`src/rtl/jt49_bus_arb.sv`:
```
// Two-port arbiter and access sequencer for the JT49 PSG register bus (addr/cs_n/wr_n/din/dout).
// Define JT49_ARB_FIXED_PRIO_EN to make port 0 win every tie instead of alternating round-robin.
module jt49_bus_arb #(
   parameter int DEPTH = 4,
   parameter int GAP   = 1
) (
   input  logic       clk,
   input  logic       rst_n,
   input  logic       req0_valid,
   output logic       req0_ready,
   input  logic       req0_wr,
   input  logic [3:0] req0_addr,
   input  logic [7:0] req0_din,
   output logic       rsp0_valid,
   output logic [7:0] rsp0_data,
   input  logic       req1_valid,
   output logic       req1_ready,
   input  logic       req1_wr,
   input  logic [3:0] req1_addr,
   input  logic [7:0] req1_din,
   output logic       rsp1_valid,
   output logic [7:0] rsp1_data,
   output logic [3:0] psg_addr,
   output logic       psg_cs_n,
   output logic       psg_wr_n,
   output logic [7:0] psg_din,
   input  logic [7:0] psg_dout,
   output logic       busy
);
   localparam int         AW      = (DEPTH > 1) ? $clog2(DEPTH) : 1;
   localparam int         CW      = $clog2(DEPTH + 1);
   localparam bit         HAS_GAP = (GAP > 0);
   localparam logic [3:0] GAP_LD  = HAS_GAP ? 4'(GAP - 1) : 4'd0;

   typedef enum logic [1:0] {IDLE, ACCESS, CAPTURE, GAP_WAIT} state_t;

   state_t           state, state_nx;
   logic [1:0]       req_valid, ready, push, pop, ne, rsp_valid;
   logic [1:0][12:0] req_ent, head;
   logic [1:0][7:0]  rsp_data;
   logic             last_grant, grant;
   logic [3:0]       gap_cnt;

   assign req_valid  = {req1_valid, req0_valid};
   assign req_ent[0] = {req0_wr, req0_addr, req0_din};
   assign req_ent[1] = {req1_wr, req1_addr, req1_din};
   assign req0_ready = ready[0];
   assign req1_ready = ready[1];
   assign rsp0_valid = rsp_valid[0];
   assign rsp1_valid = rsp_valid[1];
   assign rsp0_data  = rsp_data[0];
   assign rsp1_data  = rsp_data[1];
   assign busy       = (state != IDLE) || (|ne);

   // Entry layout {wr, addr, din}; the count register separates full from empty.
   for (genvar p = 0; p < 2; p++) begin : g_fifo
      logic [12:0]   mem [DEPTH];
      logic [AW-1:0] wptr, rptr;
      logic [CW-1:0] cnt;

      assign ne[p]    = (cnt != '0);
      assign ready[p] = rst_n && (cnt != CW'(DEPTH));
      assign push[p]  = req_valid[p] && ready[p];
      assign head[p]  = mem[rptr];

      always_ff @(posedge clk) begin
         if (push[p]) mem[wptr] <= req_ent[p];
      end

      always_ff @(posedge clk) begin
         if (!rst_n) begin
            wptr <= '0;
            rptr <= '0;
            cnt  <= '0;
         end else begin
            if (push[p]) wptr <= wptr + AW'(1);
            if (pop[p])  rptr <= rptr + AW'(1);
            cnt <= cnt + CW'(push[p]) - CW'(pop[p]);
         end
      end
   end

   always_ff @(posedge clk) begin
      if (!rst_n) state <= IDLE;
      else        state <= state_nx;
   end

   always_comb begin
      state_nx = state;
      grant    = 1'b0;
      pop      = 2'b00;
      unique case (state)
         IDLE: if (|ne) begin
`ifdef JT49_ARB_FIXED_PRIO_EN
            grant = !ne[0];
`else
            grant = (ne[0] && ne[1]) ? !last_grant : !ne[0];
`endif
            pop      = grant ? 2'b10 : 2'b01;
            state_nx = ACCESS;
         end
         // psg_wr_n still carries the access type during ACCESS
         ACCESS:   state_nx = psg_wr_n ? CAPTURE : (HAS_GAP ? GAP_WAIT : IDLE);
         CAPTURE:  state_nx = HAS_GAP ? GAP_WAIT : IDLE;
         GAP_WAIT: if (gap_cnt == 4'd0) state_nx = IDLE;
         default:  state_nx = IDLE;
      endcase
   end

   always_ff @(posedge clk) begin
      if (!rst_n) begin
         last_grant <= 1'b1;
         gap_cnt    <= 4'd0;
         psg_addr   <= 4'd0;
         psg_din    <= 8'd0;
         psg_cs_n   <= 1'b1;
         psg_wr_n   <= 1'b1;
         rsp_valid  <= 2'b00;
         rsp_data   <= '0;
      end else begin
         rsp_valid <= 2'b00;
         unique case (state)
            IDLE: if (state_nx == ACCESS) begin
               psg_addr   <= head[grant][11:8];
               psg_din    <= head[grant][7:0];
               psg_wr_n   <= !head[grant][12];
               psg_cs_n   <= 1'b0;
               last_grant <= grant;
            end
            ACCESS: begin
               psg_cs_n <= 1'b1;
               psg_wr_n <= 1'b1;
            end
            CAPTURE: begin
               rsp_data[last_grant]  <= psg_dout;
               rsp_valid[last_grant] <= 1'b1;
            end
            default: ;
         endcase
         if (state != GAP_WAIT && state_nx == GAP_WAIT) gap_cnt <= GAP_LD;
         else if (state == GAP_WAIT && gap_cnt != 4'd0) gap_cnt <= gap_cnt - 4'd1;
      end
   end
endmodule

```
`config.mk`:
```
export PLATFORM = sky130hd
export DESIGN_NAME = jt49_bus_arb
export DESIGN_NICKNAME = d
export VERILOG_FILES = /design/src/rtl/jt49_bus_arb.sv
export SDC_FILE = /design/constraint.sdc
export NUM_CORES = 1
export LEC_CHECK = 0
export ABC_CLOCK_PERIOD_IN_PS = 3000
export BUFFER_PORTS_ARGS = -buffer_cell sky130_fd_sc_hd__buf_2
export CORE_MARGIN = 5
export CORE_UTILIZATION = 58
export CTS_CLUSTER_DIAMETER = 120
export DETAILED_ROUTE_END_ITERATION = 10
export PLACE_DENSITY = 0.77
export SYNTH_ARGS = -nofsm -noshare
export SYNTH_HDL_FRONTEND = slang
export SYNTH_SLANG_ARGS = --single-unit
```
`constraint.sdc`:
```
create_clock -name clk -period 3 [get_ports clk]
set_clock_uncertainty 0.1 [all_clocks]
set_input_delay 0.3 -clock clk [delete_from_list [all_inputs] [get_ports clk]]
set_output_delay 0.3 -clock clk [all_outputs]
set_load 0.005 [all_outputs]
```
==> results_dict.tcl, run 1 <==
set metrics [dict create \
    critPathArrivalTime_ns 3.05 \
    std_cell_rows 37 \
    rsz0062_at_grt "false" \
    h-tree-depth 4 \
    cts_tree "built" \
    crit_path_frequent_cell "xor2_1" \
    period_share_pct 91.61 \
    num_antenna_cells 0 \
    antenna_found_initial 0 \
    drt_iter0_drc 241 \
    setup_viol 0 \
    yosys-top-cells-area "edfxtp_1 (50%), dfxtp_1 (18%), mux4_2 (9.4%), mux2i_1 (4.8%), ha_1 (2.4%)" \
    layout-drive-gt1-share_pct 29.21 \
    viasPerCell 5.428 \
    vias 3637 \
    finish.utilization_pct 74.76 \
    status "finished, final reports clean" \
    ys_ff_latch 161 \
    p_leak_nw 2.986 \
    grt-ovfl-total 0 \
    clock.fmax_ghz 0.3639 \
    hold_path.class "primary input to flip-flop" \
    slowest_stage "a2111oi_4" \
    numCtsBuffers 17 \
    setup_tns_ns 0 \
    layout_min_cycle_time_ns 2.748 \
    p_comb_share_pct 24.2 \
    ys.warnings.count 0 \
    worst_setup_path_end_kind "flip-flop" \
    cts_max_path_buffers 2 \
    crit_chain "or3_4 > a2111oi_4 > xor2_1 > ha_1 > inv_1 > fa_1 > xor2_1 > xnor2_1 > nor2_1" \
    power.switching_fraction_pct 28.71 \
    route.detailed.drc 0 \
    drv_slew 0 \
    die_w_um 113.6 \
    slew_headroom_pct 39.20 \
    io_buffer_count 72 \
    ant_nets 0 \
    grt_pass1_wl_um 20350 \
    cts_sinks 161 \
    final_cell_mix "edfxtp_1 (104), buf_2 (72), dfxtp_1 (57)" \
    finalHoldViolCount 0 \
    criticalPathCategory "flip-flop to flip-flop" \
    layout_commonest_cell "edfxtp_1" \
    worstPathRequired_ns 3.30 \
    p_per_area_mw_per_mm2 864.9 \
    intPower_mw 4.802 \
    tightest_slew_ns 0.9119 \
    p_seq_share_pct 42.5 \
    synth_fp_nets 446 \
    io_pins 73 \
    ir_drop_uv 475.1 \
    critPathLaunchType "flip-flop" \
    fp.dieH_um 113.6 \
    synth_cell_types 40 \
    grt.total_usage_pct 20.82 \
    root_buffer "clkbuf_8" \
    dpl.hpwl_um 7793 \
    grt_pass1_vias 3853 \
    post-cts-setup-buffers 0 \
    grt_max_degree 26 \
    syn_avg_cell_area_sq_um 15.81 \
    area_growth_pct 25.03 \
    synth_top_area_cell "edfxtp_1" \
    synth.top_cell.area_share_pct 50.14 \
    ys_seq_area_share_pct 68.46 \
    wire_per_inst_um 18.36 \
    switchingPower_mw 1.934 \
    drt-pass1-iter-count 4 \
    power_frac_clock_pct 33.3 \
    cap_violations 0 \
    max_stage_delay_ns 0.47 \
    crit_path_max_fanout 5 \
    syn_inst 394 \
    initial_core_util_pct 59.80 \
    clock_latency_ns 0.51 \
    layout.nets 573 \
    routabilityCongestion 0.8345 \
    clk_pin_slew_ns 0.07 \
    fp.coreArea_sq_mm 0.01042 \
    die-area_sq_mm 0.01291 \
    synth_area_sq_mm 0.006228 \
    postRouteWirelength_um 12300 \
]
[final timing paths]
check	from	end	slack [ns]	depth (start not counted)
max	g_fifo[0].cnt[2]$_SDFF_PN0_	g_fifo[1].cnt[2]$_SDFF_PN0_	0.25	9
min	req0_valid	g_fifo[0].wptr[1]$_SDFFE_PN0P_	0.23	6
max reg2reg	g_fifo[0].cnt[2]$_SDFF_PN0_	g_fifo[1].cnt[2]$_SDFF_PN0_	0.25	9
min reg2reg	psg_cs_n$_SDFFE_PN1P_	psg_cs_n$_SDFFE_PN1P_	0.36	1
[power by group through the flow]
stage               Clock, mW  Combinational, mW  Sequential [mW]
global route             2.38               1.81             2.90
detailed placement          0               1.58             2.90
CTS                      2.27               1.64             2.86
finish                   2.24               1.63             2.86
global placement            0               1.53             2.89
floorplan                   0               1.22             2.81
[what timing repair did]
item	in CTS	in global routing
endpoints found under the hold margin	121	0
hold buffers	35	0
gates resized for setup	0	0
[stage by stage]
stage          hold WS (ns)  instance area (sq um)  total power [mW]  setup slack, ns  instances
2_1_floorplan        0.2989                   6228             4.023           0.5292        394
3_3_place_gp         0.3325                   6817             4.420           0.4540        603
3_5_place_dp         0.3481                   6817             4.483           0.2912        603
4_1_cts              0.1976                   7787             6.774           0.2420        670
5_1_grt              0.2568                   7787             7.094           0.1903        670
6_report             0.2255                   7787             6.736           0.2517        670
[synth_stat cells (all sizes together)]
master,n
xor2,4
o31ai,2
nor3,3
inv,14
a211oi,3
clkbuf,8
nor2,37
nand3,3
mux4,26
nand2,10
or3,3
o211ai,2
mux2i,30
o21ai,17
ha,12
nor3b,2
mux2,1
nand3b,2
buf,8
dfxtp,57
nor2b,1
a21oi,19
a21o,1
a211o,1
or4,1
edfxtp,104
fa,2
a2111oi,1
and2,10
a21boi,1
nand2b,3
xnor2,6
[kinds of logic (layout without fill, tap and decap cells)]
logic type / count (synthesis) / count (layout) / share of synthesized area [%]
and+or+nand+nor: 75 / 75 / 5.926
DFF: 161 / 161 / 68.46
buffers and inverters: 30 / 170 / 1.969
xor gates and xnor gates: 10 / 10 / 1.406
muxes: 57 / 57 / 14.40
adders and majority gates: 14 / 14 / 3.053
AOI/OAI and AO/OA: 47 / 47 / 4.781
[state kept, by name, summed over array words and instances (netlist names), named ones only]
| signal | cells |
|---|---|
| state | 2 |
| rsp_valid | 2 |
| g_fifo.wptr | 4 |
| psg_wr_n | 1 |
| psg_cs_n | 1 |
| psg_din | 8 |
| rsp1_data | 8 |
| g_fifo.rptr | 4 |
| gap_cnt | 4 |
| psg_addr | 4 |
| rsp0_data | 8 |
| last_grant | 1 |
| g_fifo.mem | 104 |
| g_fifo.cnt | 6 |
[worst max-delay path, delay by kind of cell (launching register included)]
kind                     cells  cell delay, ns
flip-flops                   1            0.36
XOR/XNOR                     3            0.57
buffers and inverters        1            0.07
AO/OA/AOI/OAI                1            0.47
adder cells (fa/ha/maj)      2            0.58
AND/OR/NAND/NOR              2            0.49
[layout make-up]
class | instances | area (sq um)
Clock inverter | 15 | 206.4
Fill cell | 635 | 2629
Multi-Input combinational cell | 203 | 1842
Sequential cell | 161 | 4264
Clock buffer | 17 | 414.1
Timing Repair Buffer | 124 | 838.3
Tap cell | 136 | 170.2
Inverter | 14 | 52.55
[routing by layer]
layer	track usage [%]	vias to the layer above	share of wire (%)
met5	0	-	0
met4	7.212	0	1.2
met3	3.979	10	6.2
met2	35.22	127	51
met1	27.13	1770	42
li1	-	1730	-
(Power assumes the default switching activity.)
==> run 2: changes to the inputs <==
--- a/config.mk
+++ b/config.mk
@@ -8,10 +8,10 @@
 export ABC_CLOCK_PERIOD_IN_PS = 3000
 export BUFFER_PORTS_ARGS = -buffer_cell sky130_fd_sc_hd__buf_2
 export CORE_MARGIN = 5
-export CORE_UTILIZATION = 58
+export CORE_UTILIZATION = 41
 export CTS_CLUSTER_DIAMETER = 120
 export DETAILED_ROUTE_END_ITERATION = 10
-export PLACE_DENSITY = 0.77
+export PLACE_DENSITY = 0.57
 export SYNTH_ARGS = -nofsm -noshare
 export SYNTH_HDL_FRONTEND = slang
 export SYNTH_SLANG_ARGS = --single-unit
==> run 2 against run 1 <==
  * First-iteration DRC count decreased by 46%
  * Critical path depth did not move
  * Wire length down 2.8%
  * Highest routed layer unchanged
==> results_dict.tcl, run 2 (synthesis gave the netlist of run 1 again) <==
set metrics [dict create \
    seqCellArea_sq_mm 0.004264 \
    viasPerCell 4.944 \
    drt-pass1-iter-count 5 \
    intPower_mw 4.759 \
    cap_violations 0 \
    numCtsBuffers 17 \
    switchingPower_mw 1.943 \
    layout-drive-gt1-share_pct 29.23 \
    drv_slew 0 \
    wire_per_inst_um 16.89 \
    power.switching_fraction_pct 28.99 \
    layout_min_cycle_time_ns 2.627 \
    p_comb_share_pct 23.5 \
    fillers 1294 \
    post-cts-setup-buffers 0 \
    num_antenna_cells 0 \
    setup_viol 0 \
    largest_reg_flops 104 \
    finalHoldViolCount 0 \
    largest_register "g_fifo.mem" \
    hold_path.class "primary input to flip-flop" \
    clk_pin_slew_ns 0.06 \
    die-area_sq_mm 0.01776 \
    die_w_um 133.3 \
    preCtsSetupSlack_ns 0.3667 \
    worstPathRequired_ns 3.20 \
    io_pins 73 \
    initial_core_util_pct 41.43 \
    cts_sinks 161 \
    std_cell_rows 45 \
    drt_iter0_drc 131 \
    finalWorstSetupSlack_ns 0.3732 \
    postRouteWirelength_um 11960 \
    cts_tree "built" \
    grt_pass1_wl_um 19200 \
    rsz0062_at_grt "false" \
    root_buffer "clkbuf_16" \
    clock_latency_ns 0.42 \
    cts_max_path_buffers 2 \
    cts_resized 0 \
    slew_headroom_pct 40.35 \
    worst_setup_path_end_kind "flip-flop" \
    final_cell_mix "edfxtp_1 (104), buf_2 (72), dfxtp_1 (57)" \
    clock.fmax_ghz 0.3807 \
    critPathLaunchType "flip-flop" \
    fp.dieH_um 133.3 \
    p_leak_nw 2.928 \
    cp_top_family "adder cells" \
    grt_pass1_vias 3639 \
    p_per_area_mw_per_mm2 867.1 \
    status "finished, final reports clean" \
    cp_num_buf_inv 1 \
    area_growth_pct 24.09 \
    dpl.hpwl_um 8226 \
    max_stage_delay_ns 0.46 \
    p_seq_share_pct 42.9 \
    crit_path_max_fanout 5 \
    io_buffer_count 72 \
    reg2reg_slack_ns 0.37 \
    ant_nets 0 \
    ir_drop_uv 440.1 \
    fp.coreArea_sq_mm 0.01503 \
    crit_chain "or3_4 > a2111oi_4 > xor2_1 > ha_1 > inv_1 > fa_1 > xor2_1 > xnor2_1 > nor2_1" \
    grt_max_degree 27 \
    slowest_stage "a2111oi_4" \
    period_share_pct 87.56 \
    tightest_slew_ns 0.8946 \
    layout.nets 559 \
    criticalPathCategory "flip-flop to flip-flop" \
    vias 3500 \
    route.detailed.drc 0 \
    layout_commonest_cell "edfxtp_1" \
    setup_tns_ns 0 \
    h-tree-depth 4 \
    crit_path_frequent_cell "xor2_1" \
    critPathArrivalTime_ns 2.83 \
    power_frac_clock_pct 33.6 \
    grt.total_usage_pct 14.25 \
    antenna_found_initial 0 \
    multi_input_area_sq_mm 0.001842 \
    grt-ovfl-total 0 \
    routabilityCongestion 0.7617 \
]
-- run 2: changes by cell type in the layout (fill, tap and decap cells not counted), sizes merged --
| cell | delta |
|---|---|
| buf | -3 |
| clkinvlp | -1 |
| bufinv | -1 |
| clkinv | +2 |
| dlygate4sd3 | -11 |
-- run 2: area by class of cell --
type	count	area share, %
clock inverters	15	2.639
well taps	188	3.044
repair buffers	110	9.131
flip-flops and latches	161	55.17
clock buffers	17	5.504
inverters	14	0.6799
multi-input cells	203	23.83
-- run 2: repair_timing --
action                                  in CTS  in global routing
endpoints found under the hold margin       92                  0
hold buffers                                24                  0
endpoints found under the setup margin       0                  0
-- run 2: final timing paths --
check | start | to | cells after the start
setup / recovery | g_fifo[0].cnt[2]$_SDFF_PN0_ | g_fifo[1].cnt[2]$_SDFF_PN0_ | 9
hold / removal | req1_din[0] | g_fifo[1].mem[3][0]$_DFFE_PP_ | 1
setup reg to reg | g_fifo[0].cnt[2]$_SDFF_PN0_ | g_fifo[1].cnt[2]$_SDFF_PN0_ | 9
hold reg to reg | psg_cs_n$_SDFFE_PN1P_ | psg_cs_n$_SDFFE_PN1P_ | 1
-- run 2: routing by layer --
layer,up-vias,track usage [%],routed length (um)
met5,-,0,0
met4,0,5.257,179
met3,13,4.607,625
met2,105,23.36,5947
met1,1677,17.76,5208
li1,1705,-,-
-- run 2: per-stage QoR --
stage	hold WS, ns	std cells	total power [mW]	instance area, sq um	util, %
after floorplan	0.2989	394	4.023	6228	-
after global placement	0.3335	652	4.460	6859	45.63
after detailed placement	0.3388	652	4.504	6859	45.63
after CTS	0.007336	708	6.786	7729	51.41
after global routing	0.003833	708	7.089	7729	51.41
final	0.01625	708	6.702	7729	51.41
-- run 2: power groups by stage --
stage | clock, mW | combinational [mW] | sequential [mW]
detailed placement | 0 | 1.58 | 2.92
global placement | 0 | 1.55 | 2.91
CTS | 2.30 | 1.61 | 2.88
floorplan | 0 | 1.22 | 2.81
global route | 2.41 | 1.76 | 2.92
finish | 2.25 | 1.58 | 2.87
